**src/rtl/p4_hdr_pkg.sv**
```systemverilog
// Shared types, register offsets and the word-select helper for the P4 header programmer.
// The programmer walks word indices 0..P4_HDR_NWORDS-1 and asks word_sel() for each write.
package p4_hdr_pkg;

  localparam int P4_HDR_NWORDS = 9;
  localparam int IDX_W         = 4;
  localparam int OFS_W         = 12;

  localparam logic [IDX_W-1:0] LAST_IDX = IDX_W'(P4_HDR_NWORDS - 1);

  localparam logic [OFS_W-1:0] REG_SMAC_LO = 12'h000;
  localparam logic [OFS_W-1:0] REG_SMAC_HI = 12'h004;
  localparam logic [OFS_W-1:0] REG_DMAC_LO = 12'h008;
  localparam logic [OFS_W-1:0] REG_DMAC_HI = 12'h00C;
  localparam logic [OFS_W-1:0] REG_SIP     = 12'h010;
  localparam logic [OFS_W-1:0] REG_DIP     = 12'h014;
  localparam logic [OFS_W-1:0] REG_SPORT   = 12'h018;
  localparam logic [OFS_W-1:0] REG_DPORT   = 12'h01C;
  localparam logic [OFS_W-1:0] REG_IPSUM   = 12'h020;

  typedef enum logic [1:0] {
    IDLE,
    ADDR,
    RESP,
    DONE
  } prog_state_t;

  typedef struct packed {
    logic [47:0] smac;
    logic [47:0] dmac;
    logic [31:0] sip;
    logic [31:0] dip;
    logic [15:0] sport;
    logic [15:0] dport;
    logic [15:0] ipsum;
  } hdr_cfg_t;

  typedef struct packed {
    logic [OFS_W-1:0] offset;
    logic [31:0]      data;
  } hdr_word_t;

  // Fixed write order of the header register map; upper halves are zero-padded.
  function automatic hdr_word_t word_sel(input logic [IDX_W-1:0] idx, input hdr_cfg_t cfg);
    hdr_word_t w;
    w.offset = REG_SMAC_LO;
    w.data   = cfg.smac[31:0];
    case (idx)
      4'd1: begin w.offset = REG_SMAC_HI; w.data = {16'h0000, cfg.smac[47:32]}; end
      4'd2: begin w.offset = REG_DMAC_LO; w.data = cfg.dmac[31:0];              end
      4'd3: begin w.offset = REG_DMAC_HI; w.data = {16'h0000, cfg.dmac[47:32]}; end
      4'd4: begin w.offset = REG_SIP;     w.data = cfg.sip;                     end
      4'd5: begin w.offset = REG_DIP;     w.data = cfg.dip;                     end
      4'd6: begin w.offset = REG_SPORT;   w.data = {16'h0000, cfg.sport};       end
      4'd7: begin w.offset = REG_DPORT;   w.data = {16'h0000, cfg.dport};       end
      4'd8: begin w.offset = REG_IPSUM;   w.data = {16'h0000, cfg.ipsum};       end
      default: ;
    endcase
    return w;
  endfunction

endpackage

```
**src/rtl/p4_axil_write_engine.sv**
```systemverilog
// Single AXI4-Lite write: AW and W raised together on start, each dropped on its own
// handshake, then one B response is collected. At most one write is ever in flight.
module p4_axil_write_engine #(
  parameter int ADDR_W = 32
) (
  input  logic              clk,
  input  logic              rst_n,
  input  logic              start,
  input  logic [ADDR_W-1:0] addr,
  input  logic [31:0]       data,
  output logic              idle,
  output logic              addr_done,
  output logic              done,
  output logic              err,
  output logic              awvalid,
  output logic [ADDR_W-1:0] awaddr,
  input  logic              awready,
  output logic              wvalid,
  output logic [31:0]       wdata,
  input  logic              wready,
  input  logic              bvalid,
  input  logic [1:0]        bresp,
  output logic              bready
);

  logic              aw_pend_reg;
  logic              w_pend_reg;
  logic              b_pend_reg;
  logic [ADDR_W-1:0] addr_reg;
  logic [31:0]       data_reg;
  logic              aw_fire;
  logic              w_fire;

  assign aw_fire = aw_pend_reg & awready;
  assign w_fire  = w_pend_reg & wready;

  // True in the cycle the last outstanding of the AW/W handshakes completes.
  assign addr_done = (aw_pend_reg | w_pend_reg) &
                     (~aw_pend_reg | awready) &
                     (~w_pend_reg | wready);

  assign idle    = ~(aw_pend_reg | w_pend_reg | b_pend_reg);
  assign awvalid = aw_pend_reg;
  assign awaddr  = addr_reg;
  assign wvalid  = w_pend_reg;
  assign wdata   = data_reg;
  assign bready  = b_pend_reg;
  assign done    = b_pend_reg & bvalid;
  assign err     = done & (bresp != 2'b00);

  always_ff @(posedge clk) begin
    if (!rst_n) begin
      aw_pend_reg <= 1'b0;
      w_pend_reg  <= 1'b0;
      b_pend_reg  <= 1'b0;
      addr_reg    <= '0;
      data_reg    <= '0;
    end else begin
      if (start) begin
        aw_pend_reg <= 1'b1;
        w_pend_reg  <= 1'b1;
        addr_reg    <= addr;
        data_reg    <= data;
      end else begin
        if (aw_fire) aw_pend_reg <= 1'b0;
        if (w_fire)  w_pend_reg  <= 1'b0;
      end
      if (addr_done) begin
        b_pend_reg <= 1'b1;
      end else if (done) begin
        b_pend_reg <= 1'b0;
      end
    end
  end

endmodule

```
**src/rtl/p4_hdr_programmer.sv**
```systemverilog
// Accepts one header config and programs it into the header register block as nine
// AXI4-Lite writes in fixed order, reporting completion with a sticky error flag.
module p4_hdr_programmer
  import p4_hdr_pkg::*;
#(
  parameter logic [31:0] BASE_ADDR = 32'h0000_0000,
  parameter int          ADDR_W    = 32
) (
  input  logic              axil_aclk,
  input  logic              axil_aresetn,
  input  logic              cfg_valid,
  output logic              cfg_ready,
  input  logic [47:0]       cfg_smac,
  input  logic [47:0]       cfg_dmac,
  input  logic [31:0]       cfg_sip,
  input  logic [31:0]       cfg_dip,
  input  logic [15:0]       cfg_sport,
  input  logic [15:0]       cfg_dport,
  input  logic [15:0]       cfg_ipsum,
  output logic              busy,
  output logic              done_valid,
  output logic              done_err,
  output logic              m_axil_awvalid,
  output logic [ADDR_W-1:0] m_axil_awaddr,
  input  logic              m_axil_awready,
  output logic              m_axil_wvalid,
  output logic [31:0]       m_axil_wdata,
  output logic [3:0]        m_axil_wstrb,
  input  logic              m_axil_wready,
  input  logic              m_axil_bvalid,
  input  logic [1:0]        m_axil_bresp,
  output logic              m_axil_bready,
  output logic              m_axil_arvalid,
  output logic [ADDR_W-1:0] m_axil_araddr,
  output logic              m_axil_rready
);

  prog_state_t       state_reg;
  prog_state_t       state_next;
  logic [IDX_W-1:0]  idx_reg;
  logic              err_reg;
  hdr_cfg_t          cfg_reg;
  hdr_cfg_t          cfg_in;
  hdr_word_t         word;
  logic [ADDR_W-1:0] eng_addr;
  logic              eng_start;
  logic              eng_idle;
  logic              eng_addr_done;
  logic              eng_done;
  logic              eng_err;
  logic              accept;

  assign cfg_in   = {cfg_smac, cfg_dmac, cfg_sip, cfg_dip, cfg_sport, cfg_dport, cfg_ipsum};
  assign accept   = cfg_valid & cfg_ready;
  assign word     = word_sel(idx_reg, cfg_reg);
  assign eng_addr = ADDR_W'(BASE_ADDR) + ADDR_W'(word.offset);

  always_ff @(posedge axil_aclk) begin
    if (!axil_aresetn) begin
      state_reg <= IDLE;
    end else begin
      state_reg <= state_next;
    end
  end

  always_comb begin
    state_next = state_reg;
    case (state_reg)
      IDLE: if (cfg_valid) state_next = ADDR;
      ADDR: if (eng_addr_done) state_next = RESP;
      RESP: if (eng_done) state_next = (idx_reg == LAST_IDX) ? DONE : ADDR;
      DONE: state_next = IDLE;
      default: state_next = IDLE;
    endcase
  end

  // The engine is kicked once per ADDR visit: it is idle only in the first ADDR cycle.
  always_comb begin
    cfg_ready  = 1'b0;
    busy       = 1'b0;
    done_valid = 1'b0;
    done_err   = 1'b0;
    eng_start  = 1'b0;
    case (state_reg)
      IDLE: cfg_ready = 1'b1;
      ADDR: begin
        busy      = 1'b1;
        eng_start = eng_idle;
      end
      RESP: busy = 1'b1;
      DONE: begin
        done_valid = 1'b1;
        done_err   = err_reg;
      end
      default: ;
    endcase
  end

  always_ff @(posedge axil_aclk) begin
    if (!axil_aresetn) begin
      idx_reg <= '0;
      err_reg <= 1'b0;
      cfg_reg <= '0;
    end else begin
      if (accept) begin
        cfg_reg <= cfg_in;
        idx_reg <= '0;
        err_reg <= 1'b0;
      end else if (state_reg == RESP && eng_done) begin
        err_reg <= err_reg | eng_err;
        if (idx_reg != LAST_IDX) idx_reg <= idx_reg + 1'b1;
      end
    end
  end

  p4_axil_write_engine #(
    .ADDR_W (ADDR_W)
  ) eng (
    .clk       (axil_aclk),
    .rst_n     (axil_aresetn),
    .start     (eng_start),
    .addr      (eng_addr),
    .data      (word.data),
    .idle      (eng_idle),
    .addr_done (eng_addr_done),
    .done      (eng_done),
    .err       (eng_err),
    .awvalid   (m_axil_awvalid),
    .awaddr    (m_axil_awaddr),
    .awready   (m_axil_awready),
    .wvalid    (m_axil_wvalid),
    .wdata     (m_axil_wdata),
    .wready    (m_axil_wready),
    .bvalid    (m_axil_bvalid),
    .bresp     (m_axil_bresp),
    .bready    (m_axil_bready)
  );

  assign m_axil_wstrb   = 4'hF;
  assign m_axil_arvalid = 1'b0;
  assign m_axil_araddr  = '0;
  assign m_axil_rready  = 1'b1;

endmodule

```
**config.mk**
```make
export PLATFORM = sky130hd
export DESIGN_NAME = p4_hdr_programmer
export DESIGN_NICKNAME = d
export VERILOG_FILES = /design/src/rtl/p4_hdr_pkg.sv /design/src/rtl/p4_axil_write_engine.sv /design/src/rtl/p4_hdr_programmer.sv
export SDC_FILE = /design/constraint.sdc
export NUM_CORES = 1
export LEC_CHECK = 0
export CORE_MARGIN = 10
export CORE_UTILIZATION = 48
export DETAILED_ROUTE_END_ITERATION = 10
export PLACE_DENSITY = 0.8
export SLEW_MARGIN = 20
export SYNTH_ARGS = -nofsm -noshare
export SYNTH_HDL_FRONTEND = slang
export SYNTH_SLANG_ARGS = --single-unit
```
**constraint.sdc**
```tcl
create_clock -name axil_aclk -period 2.3 [get_ports axil_aclk]
set_input_delay 0.345 -clock axil_aclk [delete_from_list [all_inputs] [get_ports axil_aclk]]
set_output_delay 0.345 -clock axil_aclk [all_outputs]
set_load 0.02 [all_outputs]
```
Word level (Yosys, flattened, before mapping)
Index checks and enable logic that the tools add are counted.
- logic and storage cells: 74
- flip-flop bits (word level): 262
- bits in read-only memories: 0
- input bits: 216
- memory bits (writable): 0
- output and inout port bits: 109
- memories kept: 0
- bits in latches: 0
- shifts and indexed selects: 0
- $mul: 0
- add/subtract/negate cells: 1
- div/mod/pow operators: 0
- muxes and demuxes: 17
- order comparisons: 0
- equality and inequality tests: 15
- bitwise logic cells: 16
- reductions and logical operators: 10
- operators with widths (kind ; number):
    $pmux 38 s8 ; 1
    $eq 4x3->1 const B ; 4
    $mux 1 ; 11
    $eq 4x2->1 const B ; 2
    $mux 2 ; 4
    $pmux 2 s4 ; 1
    $reduce_bool 2->1 ; 4
    $and 1x1->1 ; 7
    $or 1x1->1 ; 5
    $add 4x1->4 const B ; 1
    $eq 2x2->1 const B ; 2
    $eq 4x1->1 const B ; 1
    $eq 4x4->1 const B ; 1
    $ne 2x1->1 const B ; 2
    $ne 4x4->1 const B ; 1
    $not 1->1 ; 4
    $reduce_or 2->1 ; 2
    $reduce_and 3->1 ; 1
    $eq 2x1->1 const B ; 1
    $logic_not 2->1 ; 1
    $ne 2x2->1 const B ; 1
    $reduce_and 2->1 ; 1
    $logic_and 1x1->1 ; 1

Logic depth before layout (Yosys ltp)
Gate-level depths: netlist of the first run.
- depth after elaboration: 6
- mapped depth: 9
- depth with buffers taken out: 6

By module
From an unflattened synthesis of the first run, not the netlist that was laid out.
- cells, all modules: 1478
- area, all modules: 12522.0 sq um
- modules (own cells, without submodules) (module ; area each (sq um) ; cells an instance ; seq. area each (sq um) ; instances):
    p4_hdr_programmer ; 9913.3 ; 1256 ; 4304.1 ; 1
    p4_axil_write_engine ; 2608.8 ; 222 ; 1341.3 ; 1

Worst setup path after synthesis of the first run
No wires, ideal clock.
- path type: reg-to-reg
- from: reg idx_reg[0]
- to: reg eng.data_reg[10], in the netlist eng.wdata[10]
- required time: 2181 ps
- period minus slack after synthesis: 1903 ps
- setup slack: 397 ps
- library setup time: 119 ps
- buffers on the path: 3
- data arrival time: 1783 ps
- stages on the path, launching flop included: 10
- cell sequence: dfxtp_1 > inv_1 > ha_1 > buf_2 > and3b_1 > buf_2 > buf_6 > a222oi_1 > o311a_1 > nor3_1
- longest elaborated chain between the ends: 2
- elaborated cells on any way between the ends: 9
- classes of those cells: 8 x eq/ne; 1 x mux
- RTL lines (what ; RTL line ; text):
    start, declared ; p4_hdr_programmer.sv:40 ; logic [IDX_W-1:0] idx_reg;
    start signal, assigned ; p4_hdr_programmer.sv:111 ; if (idx_reg != LAST_IDX) idx_reg <= idx_reg + 1'b1;
    $eq 4x4->1 (tied with other cells) ; p4_hdr_pkg.sv:48 ; case (idx)
    $pmux 38 s8 * ; p4_hdr_pkg.sv:48 ;
    end signal, assigned ; p4_axil_write_engine.sv:63 ; data_reg <= data;
    end, declared ; p4_axil_write_engine.sv:30 ; logic [31:0] data_reg;
Every way passes the cells marked *; elsewhere a longest branch is shown, timed or not.
A chain may end at the register's enable or synchronous reset.

Worst setup path after layout of the first run
- from: reg state_reg[1]
- to: reg eng.data_reg[5], in the netlist eng.wdata[5]
- longest elaborated chain between the ends: 2
- RTL lines (what ; RTL line ; text):
    start, declared ; p4_hdr_programmer.sv:38 ; prog_state_t state_reg;
    start signal, assigned ; p4_hdr_programmer.sv:62 ; state_reg <= state_next;
    $eq 2x1->1 ; p4_hdr_programmer.sv:84 ; case (state_reg)
    $mux 1 ; p4_hdr_programmer.sv:84 ;
No other way between the ends.

==> flow_summary.toml, run 1 <==
[die]
chipWidth_microns = 174
coreArea_sq_um = 23500
rows = 56
start_util = 0.487
die_area_sq_um = 30400
dieHeight_microns = 174
ios = 325

[yosys]
ys.flop_type = "dfxtp_1"
yosys.area.top_type = "dfxtp_1"
yosys-top-cells-area = "dfxtp_1 44%, nand2_1 14%, a21boi_0 14%, buf_4 4.5%, clkbuf_1 2.5%"
yosysWarnings = 0
async_reset_ff_frac = 0
synth_top_area_frac = 0.445
synth_seq_area_share = 0.445
synth_cells = 1401
synthDistinctLibCells = 42
synth-seq-cells = 254
netlist_area_sq_um = 11400
postSynthAreaPerCell_sq_um = 8.16
synth_edf_count = 0

[route]
routed-wl-met2_microns = 17400
vias = 10600
viasPerCell = 5.47
drt_iter0_drc = 1315
routed_wl_microns = 38100
dr.pass1.iters = 8
wire_per_inst_microns = 19.7
topRoutingLayerUsed = "met5"
ant_nets = 0
route.met3.wl_microns = 3920
wl_met1_microns = 16000
drcViolationCount = 0

[worst_hold_path]
holdPathEnd = "eng.wdata[24]"
whs_path_depth = 3
worstHoldStart = "axil_aresetn"
hold_path.class = "in -> reg"

[placed_design]
place_ws_ns = 0.0216
gp_congestion = 0.940
placed_cell_area_sq_um = 14000
portBuffers = 258
dp_cells = 1881
dp_hpwl_microns = 27200

[global_routing]
grt_pass1_wl_microns = 57600
grt_pass1_vias = 10200
grt_remaining_overflow = 0
antenna_found_initial = 2
grt_max_degree = 117
grt_usage = 0.232

[power_and_ir_drop]
swShare = 0.336
p_sw_mw = 5.34
p_leak_nw = 5.62
ir_drop_mv = 0.518
cell_internal_pwr_mw = 10.6
pwr-share-seq = 0.384
power.density_nw_per_um2 = 1050
clock_power_share = 0.323
combPwrFrac = 0.293

[layout]
drive_gt1_frac = 0.0570
final-instance-count-excl-fill = 1935
final_nets = 1820
final_cell_mix = "439 x nand2_1, 254 x clkdlybuf4s50_1, 253 x dfxtp_1"
layout_commonest_cell = "nand2_1"
fill_cells = 1966
finalInstanceArea_sq_um = 15100
syn_to_final_growth_pct = 32.0
largest_reg_flops = 208

[sta]
timing.hold.ws_ns = 0.194
setup_viol = 0
fmax_mhz = 456
hold_viol_final = 0
fin_crit_sh = 0.953
slew_headroom = 0.601
finalSetupTns_ns = 0
rsz0062_at_grt = "yes"
fin_crit_ns = 2.19
skew_ns = 0.0138
setup_ws_ns = 0.109
tightest_slew_ns = 0.596
drv_slew = 0

[critical_path]
worstRegToRegCells = 6
critical_path_required_ns = 2.71
regToRegSetupSlack_ns = 0.11
crit_buf_inv = 1
worst-path-stages = 6
path_cells = "inv_1 > ha_4 > or4b_4 > a222oi_1 > o311a_1 > nor3_1"
path_max_fanout = 6
crit_family = "compound AO/OA/AOI/OAI gates"
crit_type = "reg -> reg"
slowest_delay_ns = 0.54
critical_path_arrival_ns = 2.61
endpoint_kind = "flop"
timing.rr.end = "eng.wdata[5]"
worstReg2RegStart = "state_reg[1]"
crit_slowest_cell = "or4b_4"
worst_setup_path_start_kind = "flop"

[clock_network]
postCtsHoldBufs = 0
cts.sinks = 254
root_buffer = "clkbuf_16"
cts_max_path_buffers = 3
numCtsBuffers = 27
htree_levels = 1
clk_pin_slew_ns = 0.06
cts_tree = "yes"
insertion_delay_ns = 0.53

[run]
cap_viol_max_count = 0

[outcome]
status = "completed"
[what timing repair did]
item,CTS,global route
buffers inserted,0,1
endpoints found under the setup margin,1,15
pin swaps,0,2
cloned,0,3
resized for setup,1,9
[worst reg2reg max path, cell delays in order (launching register included)]
cell and delay [ns]:
dfxtp_1 0.35, inv_1 0.19, ha_4 0.22, or4b_4 0.54, a222oi_1 0.47, o311a_1 0.27
nor3_1 0.05
[metal layers]
metal | vias to the layer above | global-route usage
met1 | 4967 | 0.307
met2 | 519 | 0.364
met3 | 52 | 0.0665
li1 | 5041 | -
met4 | 2 | 0.0566
met5 | - | 0
[cell type report]
type	count	area, sq um	share of cell area
Antenna cell	1	2.50	0.000166
Clock buffer	32	744	0.0493
Clock inverter	17	324	0.0215
Inverter	6	22.5	0.00149
Multi-Input combinational cell	1020	5610	0.372
Sequential cell	254	5090	0.337
Tap cell	319	399	0.0264
Timing Repair Buffer	286	2910	0.192
[power groups by stage]
stage | Clock (mW) | Combinational (mW) | Sequential, mW
floorplan | 0 | 2.47 | 6.22
global placement | 0 | 4.44 | 6.12
detailed placement | 0 | 4.54 | 6.13
CTS | 5.19 | 4.55 | 6.05
global route | 5.35 | 5.12 | 6.19
finish | 5.14 | 4.67 | 6.12
[logic make-up (layout without fill, tap and decap cells)]
family / count (synthesis) / count (layout) / synth area share
AND/OR/NAND/NOR: 520 / 523 / 0.184
adder cells (fa/ha/maj): 9 / 9 / 0.00985
other: 2 / 67 / 0.000657
XOR/XNOR: 2 / 2 / 0.00153
buffers and inverters: 194 / 341 / 0.0919
flip-flops: 254 / 254 / 0.445
AO/OA/AOI/OAI: 420 / 420 / 0.267
[Yosys cell counts, drive strengths merged (2+ instances only)]
cell and n:
nand2 440, conb 2, a222oi 16, o21a 3, a21boi 209, and3 18
ha 9, and3b 2, o311a 16, nor2 7, a211oi 32, clkbuf 75
a22oi 32, nor2b 6, o21ai 34, dfxtp 254, buf 113, and2 5
a21oi 56, nor3 34, inv 6, nand3 2, a22o 16
[how the worst max path moves through the flow]
stage / slack (ns) / endpoint / start
2_1_floorplan: 0.40 / eng.wdata[10] / idx_reg[0]
3_3_place_gp: 0.15 / eng.wdata[4] / state_reg[1]
3_5_place_dp: 0.02 / eng.wdata[6] / state_reg[1]
4_1_cts: 0.007 / eng.wdata[6] / state_reg[1]
5_1_grt: -0.006 / eng.wdata[4] / idx_reg[0]
6_report: 0.11 / eng.wdata[5] / state_reg[1]
[stage by stage]
| step | total power, mW | util |
|---|---|---|
| floorplan | 8.69 | - |
| global placement | 10.6 | 0.594 |
| global route | 16.7 | 0.643 |
| detailed placement | 10.7 | 0.594 |
| CTS | 15.8 | 0.640 |
| finish | 15.9 | 0.643 |
No activity file was read; power rests on OpenSTA's default activity.
==> inputs of run 2 (changes only) <==
--- a/config.mk
+++ b/config.mk
@@ -7,6 +7,8 @@
 export LEC_CHECK = 0
 export CORE_MARGIN = 10
 export CORE_UTILIZATION = 48
+export CTS_CLUSTER_DIAMETER = 80
+export CTS_CLUSTER_SIZE = 30
 export DETAILED_ROUTE_END_ITERATION = 10
 export PLACE_DENSITY = 0.8
 export SLEW_MARGIN = 20
==> flow_summary.toml, run 2 (synthesized netlist as in run 1, its figures left out) <==
[outcome]
status = "completed"

[global_routing]
grt_remaining_overflow = 0
grt_max_degree = 117
grtUsageMet2 = 0.351
grtUsageMet3 = 0.0620
antenna_found_initial = 2
grt_pass1_wl_microns = 56700
busiest_layer = "met2"
grt_pass1_vias = 9961
grt_use_met1 = 0.310
grt_usage = 0.228

[placed_design]
gp_congestion = 0.940
portBuffers = 258
dp_cells = 1881
dp_hpwl_microns = 27200

[sta]
slew_headroom = 0.607
fmax_mhz = 451
hold_viol_final = 0
drv_slew = 0
skew_ns = 0.0156
fin_crit_ns = 2.22
tightest_slew_ns = 0.588
fin_crit_sh = 0.964
setup_viol = 0
rsz0062_at_grt = "no"
finalSetupTns_ns = 0

[power_and_ir_drop]
power.density_nw_per_um2 = 934
p_leak_nw = 5.30
ir_drop_mv = 0.501

[route]
drcViolationCount = 0
dr.pass1.iters = 8
wire_per_inst_microns = 19.6
vias = 10400
ant_nets = 0
drt_iter0_drc = 1254
viasPerCell = 5.48
routed_wl_microns = 37400

[die]
rows = 56
ios = 325
chipWidth_microns = 174
coreArea_sq_um = 23500
start_util = 0.487
dieHeight_microns = 174
die_area_sq_um = 30400

[clock_network]
cts.sinks = 254
insertion_delay_ns = 0.49
numCtsBuffers = 13
clk_pin_slew_ns = 0.12
htree_levels = 1
root_buffer = "clkbuf_16"
cts_max_path_buffers = 3
cts_tree = "yes"

[layout]
syn_to_final_growth_pct = 26.3
fill_cells = 2069
final_nets = 1806
final-instance-count-excl-fill = 1906
layout_commonest_cell = "nand2_1"
largest_reg_flops = 208
drive_gt1_frac = 0.0416
final_cell_mix = "439 x nand2_1, 255 x clkdlybuf4s50_1, 251 x dfxtp_1"

[worst_hold_path]
holdPathEnd = "eng.wdata[26]"
worstHoldStart = "axil_aresetn"
hold_path.class = "in -> reg"
whs_path_depth = 3

[critical_path]
path_max_fanout = 6
timing.rr.end = "eng.wdata[9]"
crit_type = "reg -> reg"
worstRegToRegCells = 6
critical_path_required_ns = 2.69
critical_path_arrival_ns = 2.61
regToRegSetupSlack_ns = 0.08
crit_family = "simple AND/OR/NAND/NOR gates"
slowest_delay_ns = 0.71
worst_setup_path_start_kind = "flop"
worstReg2RegStart = "state_reg[1]"
endpoint_kind = "flop"
crit_slowest_cell = "or4b_2"
crit_buf_inv = 1
path_cells = "inv_2 > ha_4 > or4b_2 > a222oi_1 > o311a_1 > nor3_1"

[run]
cap_viol_max_count = 0
==> run 2: cell count changes in the layout (fill, tap and decap cells not counted), sizes merged <==
cell,delta
bufinv,-8
clkbuf,-19
clkinvlp,-4
inv,+1
clkinv,+1
clkdlybuf4s50,+1
dlygate4sd2,-1
==> run 2: layout make-up <==
| class | count | area [sq um] | area share |
|---|---|---|---|
| inverter | 6 | 22.5 | 0.00156 |
| sequential | 254 | 5090 | 0.352 |
| antenna | 1 | 2.50 | 0.000173 |
| multi-input combinational | 1020 | 5610 | 0.388 |
| tap | 319 | 399 | 0.0276 |
| timing repair buffer | 286 | 2910 | 0.201 |
| clock inverter | 7 | 87.6 | 0.00606 |
| clock buffer | 13 | 325 | 0.0225 |
==> run 2: repair_timing <==
| action | 4_1_cts | 5_1_grt |
|---|---|---|
| setup buffers | 0 | 1 |
| endpoints found under the setup margin | 0 | 15 |
| resized for setup | 0 | 11 |
| hold buffers | 0 | 0 |
==> run 2: power breakdown <==
group / switching, mW / internal [mW] / total [mW]
registers: 0.746 / 5.36 / 6.11
clock network: 1.53 / 1.20 / 2.73
logic: 2.75 / 1.90 / 4.65
==> run 2: how the worst max path moves through the flow <==
stage,from,to,slack [ns],cells after the start
4_1_cts,state_reg[1],eng.wdata[6],0.02,6
5_1_grt,state_reg[1],eng.wdata[9],0.04,6
3_5_place_dp,state_reg[1],eng.wdata[6],0.02,6
3_3_place_gp,state_reg[1],eng.wdata[4],0.15,6
2_1_floorplan,idx_reg[0],eng.wdata[10],0.40,9
6_report,state_reg[1],eng.wdata[9],0.08,6
==> run 2: per-stage QoR <==
stage                     cell area [sq um]  hold WS (ns)  total power [mW]  setup slack (ns)   util
after floorplan                       11700         0.421              8.69             0.397      -
after global placement                14000         0.432              10.6             0.153  0.594
after detailed placement              14000         0.434              10.7            0.0216  0.594
after CTS                             14400         0.217              13.3            0.0167  0.612
after global routing                  14400         0.229              14.2            0.0386  0.615
final                                 14400         0.217              13.5            0.0824  0.615
==> run 2: worst reg2reg max path, cell delays in order (launching register included) <==
cell and delay (ns):
dfxtp_1 0.37, inv_2 0.13, ha_4 0.20, or4b_2 0.72
a222oi_1 0.42, o311a_1 0.24, nor3_1 0.05
==> run 2: routing by layer <==
layer  share of wire  wire, microns  vias to the layer above
met5         0.00046             17                        -
met4           0.023            846                        2
met3            0.10           3860                       53
met2            0.45          16700                      526
met1            0.43          16000                     4855
li1                -              -                     5002
